<file path="src/rtl/sha256_sweep_sched.sv">
`default_nettype none
// ==========================================================================
// sha256_sweep_sched : sequences one looped sha256_transform through a nonce sweep
// Revision 1.0 - initial release
// ==========================================================================
module sha256_sweep_sched #(
  parameter int LOOP       = 4,
  parameter int MERGE      = 1,
  parameter int HASH_LAT   = 65,
  parameter int NONCE_WORD = 3
) (
  input  logic         clk,
  input  logic         reset,
  input  logic         job_valid_i,
  output logic         job_ready_o,
  input  logic [255:0] job_state_i,
  input  logic [511:0] job_data_i,
  input  logic [31:0]  job_nonce_start_i,
  input  logic [31:0]  job_nonce_end_i,
  input  logic [31:0]  job_target_i,
  input  logic         abort_i,
  output logic         busy_o,
  output logic         done_o,
  output logic         hit_valid_o,
  input  logic         hit_ready_i,
  output logic [31:0]  hit_nonce_o,
  output logic         hit_overflow_o,
  output logic [5:0]   tf_cnt_o,
  output logic         tf_feedback_o,
  output logic [255:0] tf_state_o,
  output logic [511:0] tf_input_o,
  input  logic [255:0] tf_hash_i
);

  localparam int PW = (LOOP > 1) ? $clog2(LOOP) : 1;

  typedef enum logic [1:0] {
    IDLE  = 2'd0,
    RUN   = 2'd1,
    DRAIN = 2'd2
  } state_t;

  state_t              state_q, state_d;
  logic [PW-1:0]       phase_q, phase_d;
  logic [255:0]        mid_q, mid_d;
  logic [511:0]        data_q, data_d;
  logic [31:0]         nonce_q, nonce_d;
  logic [31:0]         target_q, target_d;
  logic [32:0]         count_q, count_d;
  logic [HASH_LAT-1:0] dlv_q, dlv_d;
  logic [31:0]         dln_q [HASH_LAT];
  logic                hv_q, hv_d;
  logic [31:0]         hn_q, hn_d;
  logic                ovf_q, ovf_d;

  logic accept;
  logic launch;
  logic flush;
  logic ev_hit;
  logic pop;
  logic unused_hash_bits;

  assign unused_hash_bits = ^tf_hash_i[223:0];

  // Phase counter runs regardless of the FSM so the transform's loop stays aligned.
  always_comb begin
    phase_d = (phase_q == PW'(LOOP - 1)) ? '0 : phase_q + 1'b1;
  end

  assign tf_cnt_o      = 6'(int'(phase_q) * MERGE);
  assign tf_feedback_o = (phase_q != '0);

  always_comb begin
    state_d  = state_q;
    mid_d    = mid_q;
    data_d   = data_q;
    nonce_d  = nonce_q;
    target_d = target_q;
    count_d  = count_q;
    accept   = 1'b0;
    launch   = 1'b0;
    done_o   = 1'b0;
    case (state_q)
      IDLE: begin
        if (job_valid_i) begin
          accept   = 1'b1;
          mid_d    = job_state_i;
          data_d   = job_data_i;
          nonce_d  = job_nonce_start_i;
          target_d = job_target_i;
          count_d  = {1'b0, job_nonce_end_i - job_nonce_start_i} + 33'd1;
          state_d  = RUN;
        end
      end
      RUN: begin
        if (abort_i) begin
          state_d = IDLE;
        end else if (phase_q == '0) begin
          launch  = 1'b1;
          nonce_d = nonce_q + 32'd1;
          count_d = count_q - 33'd1;
          if (count_q == 33'd1) begin
            state_d = DRAIN;
          end
        end
      end
      DRAIN: begin
        if (abort_i) begin
          state_d = IDLE;
        end else if (dlv_q == '0) begin
          done_o  = 1'b1;
          state_d = IDLE;
        end
      end
      default: state_d = IDLE;
    endcase
  end

  assign flush = abort_i && (state_q != IDLE);

  always_comb begin
    dlv_d = flush ? '0 : {dlv_q[HASH_LAT-2:0], launch};
  end

  // An entry leaving the delay line lines up with the transform's result for that launch.
  assign ev_hit = dlv_q[HASH_LAT-1] && (tf_hash_i[255:224] <= target_q) && !flush;
  assign pop    = hv_q && hit_ready_i;

  always_comb begin
    hv_d  = hv_q && !pop;
    hn_d  = hn_q;
    ovf_d = accept ? 1'b0 : ovf_q;
    if (ev_hit) begin
      if (!hv_q || pop) begin
        hv_d = 1'b1;
        hn_d = dln_q[HASH_LAT-1];
      end else begin
        ovf_d = 1'b1;
      end
    end
  end

  always_ff @(posedge clk) begin
    if (reset) begin
      state_q  <= IDLE;
      phase_q  <= '0;
      mid_q    <= '0;
      data_q   <= '0;
      nonce_q  <= '0;
      target_q <= '0;
      count_q  <= '0;
      dlv_q    <= '0;
      hv_q     <= 1'b0;
      hn_q     <= '0;
      ovf_q    <= 1'b0;
    end else begin
      state_q  <= state_d;
      phase_q  <= phase_d;
      mid_q    <= mid_d;
      data_q   <= data_d;
      nonce_q  <= nonce_d;
      target_q <= target_d;
      count_q  <= count_d;
      dlv_q    <= dlv_d;
      hv_q     <= hv_d;
      hn_q     <= hn_d;
      ovf_q    <= ovf_d;
    end
  end

  // Nonce payload needs no reset; only the valid bits qualify it.
  always_ff @(posedge clk) begin
    dln_q[0] <= nonce_q;
    for (int i = 1; i < HASH_LAT; i++) begin
      dln_q[i] <= dln_q[i-1];
    end
  end

  always_comb begin
    tf_input_o = data_q;
    tf_input_o[NONCE_WORD*32 +: 32] = nonce_q;
  end

  assign tf_state_o     = mid_q;
  assign job_ready_o    = (state_q == IDLE);
  assign busy_o         = (state_q != IDLE);
  assign hit_valid_o    = hv_q;
  assign hit_nonce_o    = hn_q;
  assign hit_overflow_o = ovf_q;

endmodule
`default_nettype wire

</file>
<file path="config.mk">
export PLATFORM = sky130hd
export DESIGN_NAME = sha256_sweep_sched
export DESIGN_NICKNAME = d
export VERILOG_FILES = /design/src/rtl/sha256_sweep_sched.sv
export SDC_FILE = /design/constraint.sdc
export NUM_CORES = 2
export LEC_CHECK = 0
export BUFFER_PORTS_ARGS = -buffer_cell sky130_fd_sc_hd__buf_4
export CORE_AREA = 5 5 757 759
export DETAILED_ROUTE_END_ITERATION = 16
export DIE_AREA = 0 0 762 764
export GPL_TIMING_DRIVEN = 0
export HOLD_SLACK_MARGIN = 0.1
export PLACE_DENSITY = 0.4
export SETUP_SLACK_MARGIN = 0.5
export SLEW_MARGIN = 10
export SYNTH_ARGS = -nofsm -noshare
export SYNTH_HDL_FRONTEND = slang
export SYNTH_SLANG_ARGS = --single-unit
</file>
<file path="constraint.sdc">
create_clock -name clk -period 4.9 [get_ports clk]
set_input_delay 0.98 -clock clk [delete_from_list [all_inputs] [get_ports clk]]
set_output_delay 0.98 -clock clk [all_outputs]
set_load 0.03 [all_outputs]
</file>
==> flow_summary.yaml <==
timing:
  finalCritPeriodShare: 0.867
  hold_viol: 0
  worstMarginPinSlew_ns: 1.22
  max_slew_margin: 0.187
  final.min_clock_period_ns: 4.25
  max_freq_mhz: 235
  finalSetupViolCount: 0
  fin_skew_ns: 0.100
  setup_tns_ns: 0
  slew_viol_final: 0
  grt_setup_unrepaired: "no"
finish:
  utilization: 0.199
  area_delta_synth_final_pct: 44.0
  final_cell_count_no_fill: 16700
  drive_above_1_share: 0.256
  fin_nets: 10000
  fin_area_um2: 113000
  n_fill_cell: 62200
synth:
  ys_seq_area_frac: 0.770
  synth_seq_cells: 3016
  synthArstFlopShare: 0
  netlist_area_um2: 78400
  syn-mean-instance-area_um2: 11.6
  syn_inst: 6776
  yosysWarningCount: 0
  synth_flop_cell: "dfxtp_1"
  ys_types: 90
  synth_edf_count: 0
grt:
  globalRouteMet2Util: 0.310
  gr-usage-met3: 0.0760
  busiest_layer: "met2"
  grt_util_all_layers: 0.160
  first_global_vias: 52900
  antenna_found_initial: 223
  grt_pass1_wl_mm: 596
  grt_max_degree: 19
  grtUsageMet1: 0.141
  gr-total-overflow: 0
routing:
  wl_per_cell_um: 29.1
  num_vias: 54800
  drtIter0Drc: 3819
  drt-total-wl_mm: 486
  drc_errors: 0
  antenna_left: 0
  firstDrtPassIters: 6
  vias_per_cell: 3.28
place:
  portBuffers: 1676
  place_area_um2: 101000
  dp.cells: 16000
  place_congestion: 0.924
  dp.final_hpwl_mm: 419
clock_network:
  htree_levels: 5
  root_buffer: "clkbuf_16"
  path_clk_slew_ns: 0.07
  cts_setup_buffers: 0
  worstSkewPairLatency_ns: 0.94
  numCtsBuffers: 341
  clockBufferDepth: 4
  cts_tree: "yes"
  clkSinkCount: 3016
pwr:
  irDropWorstVdd_mv: 0.324
  p_leak_nw: 45.7
  p_per_area_nw_per_um2: 522
worst_setup_path:
  crit_path_max_fanout: 15
  critical_path_class: "register to register"
  end_kind: "register"
  rr_startpoint: "state_q[0]$_SDFFE_PP0P_"
  start_kind: "register"
  r2r_slack_ns: 0.65
  cp-startpoint: "state_q[0]$_SDFFE_PP0P_"
  reg2reg_depth: 8
  r2r-end: "tf_state_o[99]$_SDFFE_PP0P_"
  endpoint: "tf_state_o[99]$_SDFFE_PP0P_"
  cp_data_arrival_time_ns: 5.07
  critPathRequiredTime_ns: 5.72
die:
  fp-row-count: 277
  start_util: 0.138
  fp.dieW_um: 762
  pin_count: 1937
  core-area_um2: 566000
  die_y_um: 764
  die-area_um2: 582000
flow_run:
  cap_violations: 0
run_status:
  status: "finished, final reports clean"
min_path:
  hp-class: "input port to register"
[Yosys cell counts, types with 17 or more instances]
cell type / instances / area share
o21ai_0: 79 / 0.0050
dfxtp_1: 3016 / 0.77
nand2_1: 1630 / 0.078
nor3_1: 37 / 0.0024
nor2_1: 153 / 0.0073
nor4_1: 31 / 0.0025
buf_1: 17 / 0.00081
a22oi_1: 19 / 0.0018
nand4_1: 27 / 0.0022
and2_1: 74 / 0.0059
xnor2_1: 23 / 0.0026
a21oi_1: 878 / 0.056
mux2i_1: 35 / 0.0045
xor2_1: 23 / 0.0026
inv_1: 80 / 0.0038
nand3_1: 36 / 0.0023
clkbuf_1: 297 / 0.014
a21o_1: 18 / 0.0017
ha_1: 69 / 0.011
and3_1: 19 / 0.0015
a211oi_1: 21 / 0.0020
[how the worst min path moves through the flow]
stage | end | slack [ns] | from | cells after the start
2_1_floorplan | dln_q[10][0]$_DFF_P_ | 0.31 | dln_q[9][0]$_DFF_P_ | 0
3_3_place_gp | dln_q[1][17]$_DFF_P_ | 0.31 | dln_q[0][17]$_DFF_P_ | 0
5_1_grt | data_q[499]$_SDFFE_PP0P_ | 0.15 | job_data_i[499] | 3
6_report | data_q[95]$_SDFFE_PP0P_ | 0.26 | job_data_i[95] | 3
3_5_place_dp | dln_q[56][24]$_DFF_P_ | 0.31 | dln_q[55][24]$_DFF_P_ | 0
4_1_cts | data_q[504]$_SDFFE_PP0P_ | 0.13 | job_data_i[504] | 3
[cells in the final DEF (no fill, tap or decap), drive strengths merged, types with 35 or more instances in the layout]
cell type / instances
dfxtp: 3016
buf: 1714
nand2: 1630
a21oi: 878
clkbuf: 770
nor2: 154
diode: 88
inv: 88
clkinv: 87
o21ai: 86
and2: 76
ha: 69
nand3: 40
nor3: 38
mux2i: 35
[report_power, final]
group          switching (W)  internal (W)  total, W
logic                0.00391       0.00165   0.00556
registers           0.000559        0.0261    0.0267
clock network         0.0108        0.0159    0.0267
total                 0.0153        0.0436    0.0589
[cells by family after synthesis]
kind of cell,Yosys count,share of synthesized area
DFF,3016,0.770
muxes,35,0.00447
buffers and inverters,404,0.0196
AOI/OAI and AO/OA,1117,0.0783
other,1,0.0000478
xor gates and xnor gates,47,0.00535
adders and majority gates,70,0.0113
and+or+nand+nor,2086,0.111
[what timing repair did]
| action | in CTS | in global routing |
|---|---|---|
| gates cloned | 0 | 0 |
| hold buffers | 0 | 0 |
| resized for setup | 9 | 2 |
| pin swaps | 1 | 0 |
| endpoints found under the setup margin | 33 | 3 |
| endpoints found under the hold margin | 0 | 0 |
[routing by layer]
layer	part of all wire	vias to the layer above
met1	0.30	25500
met2	0.54	2142
met3	0.11	716
li1	-	26300
met4	0.045	108
met5	0.0014	-
[per-stage QoR]
| stage | setup WS (ns) | total power, W | hold WS (ns) |
|---|---|---|---|
| 2_1_floorplan | 0.745 | 0.0294 | 0.310 |
| 4_1_cts | 0.505 | 0.0602 | 0.125 |
| 3_5_place_dp | -1.54 | 0.0330 | 0.312 |
| 6_report | 0.650 | 0.0589 | 0.262 |
| 5_1_grt | 0.514 | 0.0615 | 0.153 |
| 3_3_place_gp | -4.62 | 0.0329 | 0.310 |
[flip-flops by register name (all words and copies together) (netlist names), 32 cells and up]
signal and flops:
count_q 33, data_q 480, dln_q 2080, dlv_q 65
hit_nonce_o 32, nonce_q 32, target_q 32, tf_state_o 256
[worst max-delay path, cell delays in order (launching register included)]
cell and delay [ns]:
dfxtp_1 0.37, nor2_1 0.37, and2_1 0.19, clkbuf_2 0.29
clkbuf_4 0.60, clkbuf_1 0.96, clkbuf_1 0.67, nand2_1 0.41
a21oi_1 0.24
[cell type report]
type / instances / area (um^2) / share of cell area
clock inverter: 140 / 2110 / 0.0187
clock buffer: 473 / 9780 / 0.0867
multi-input combinational: 3359 / 16500 / 0.147
antenna: 88 / 220 / 0.00195
inverter: 80 / 300 / 0.00266
sequential: 3016 / 60400 / 0.535
tap: 7533 / 9430 / 0.0835
buffer: 324 / 1280 / 0.0113
timing repair buffer: 1688 / 12800 / 0.114
Note: power is estimated with default switching activity, not from simulation.
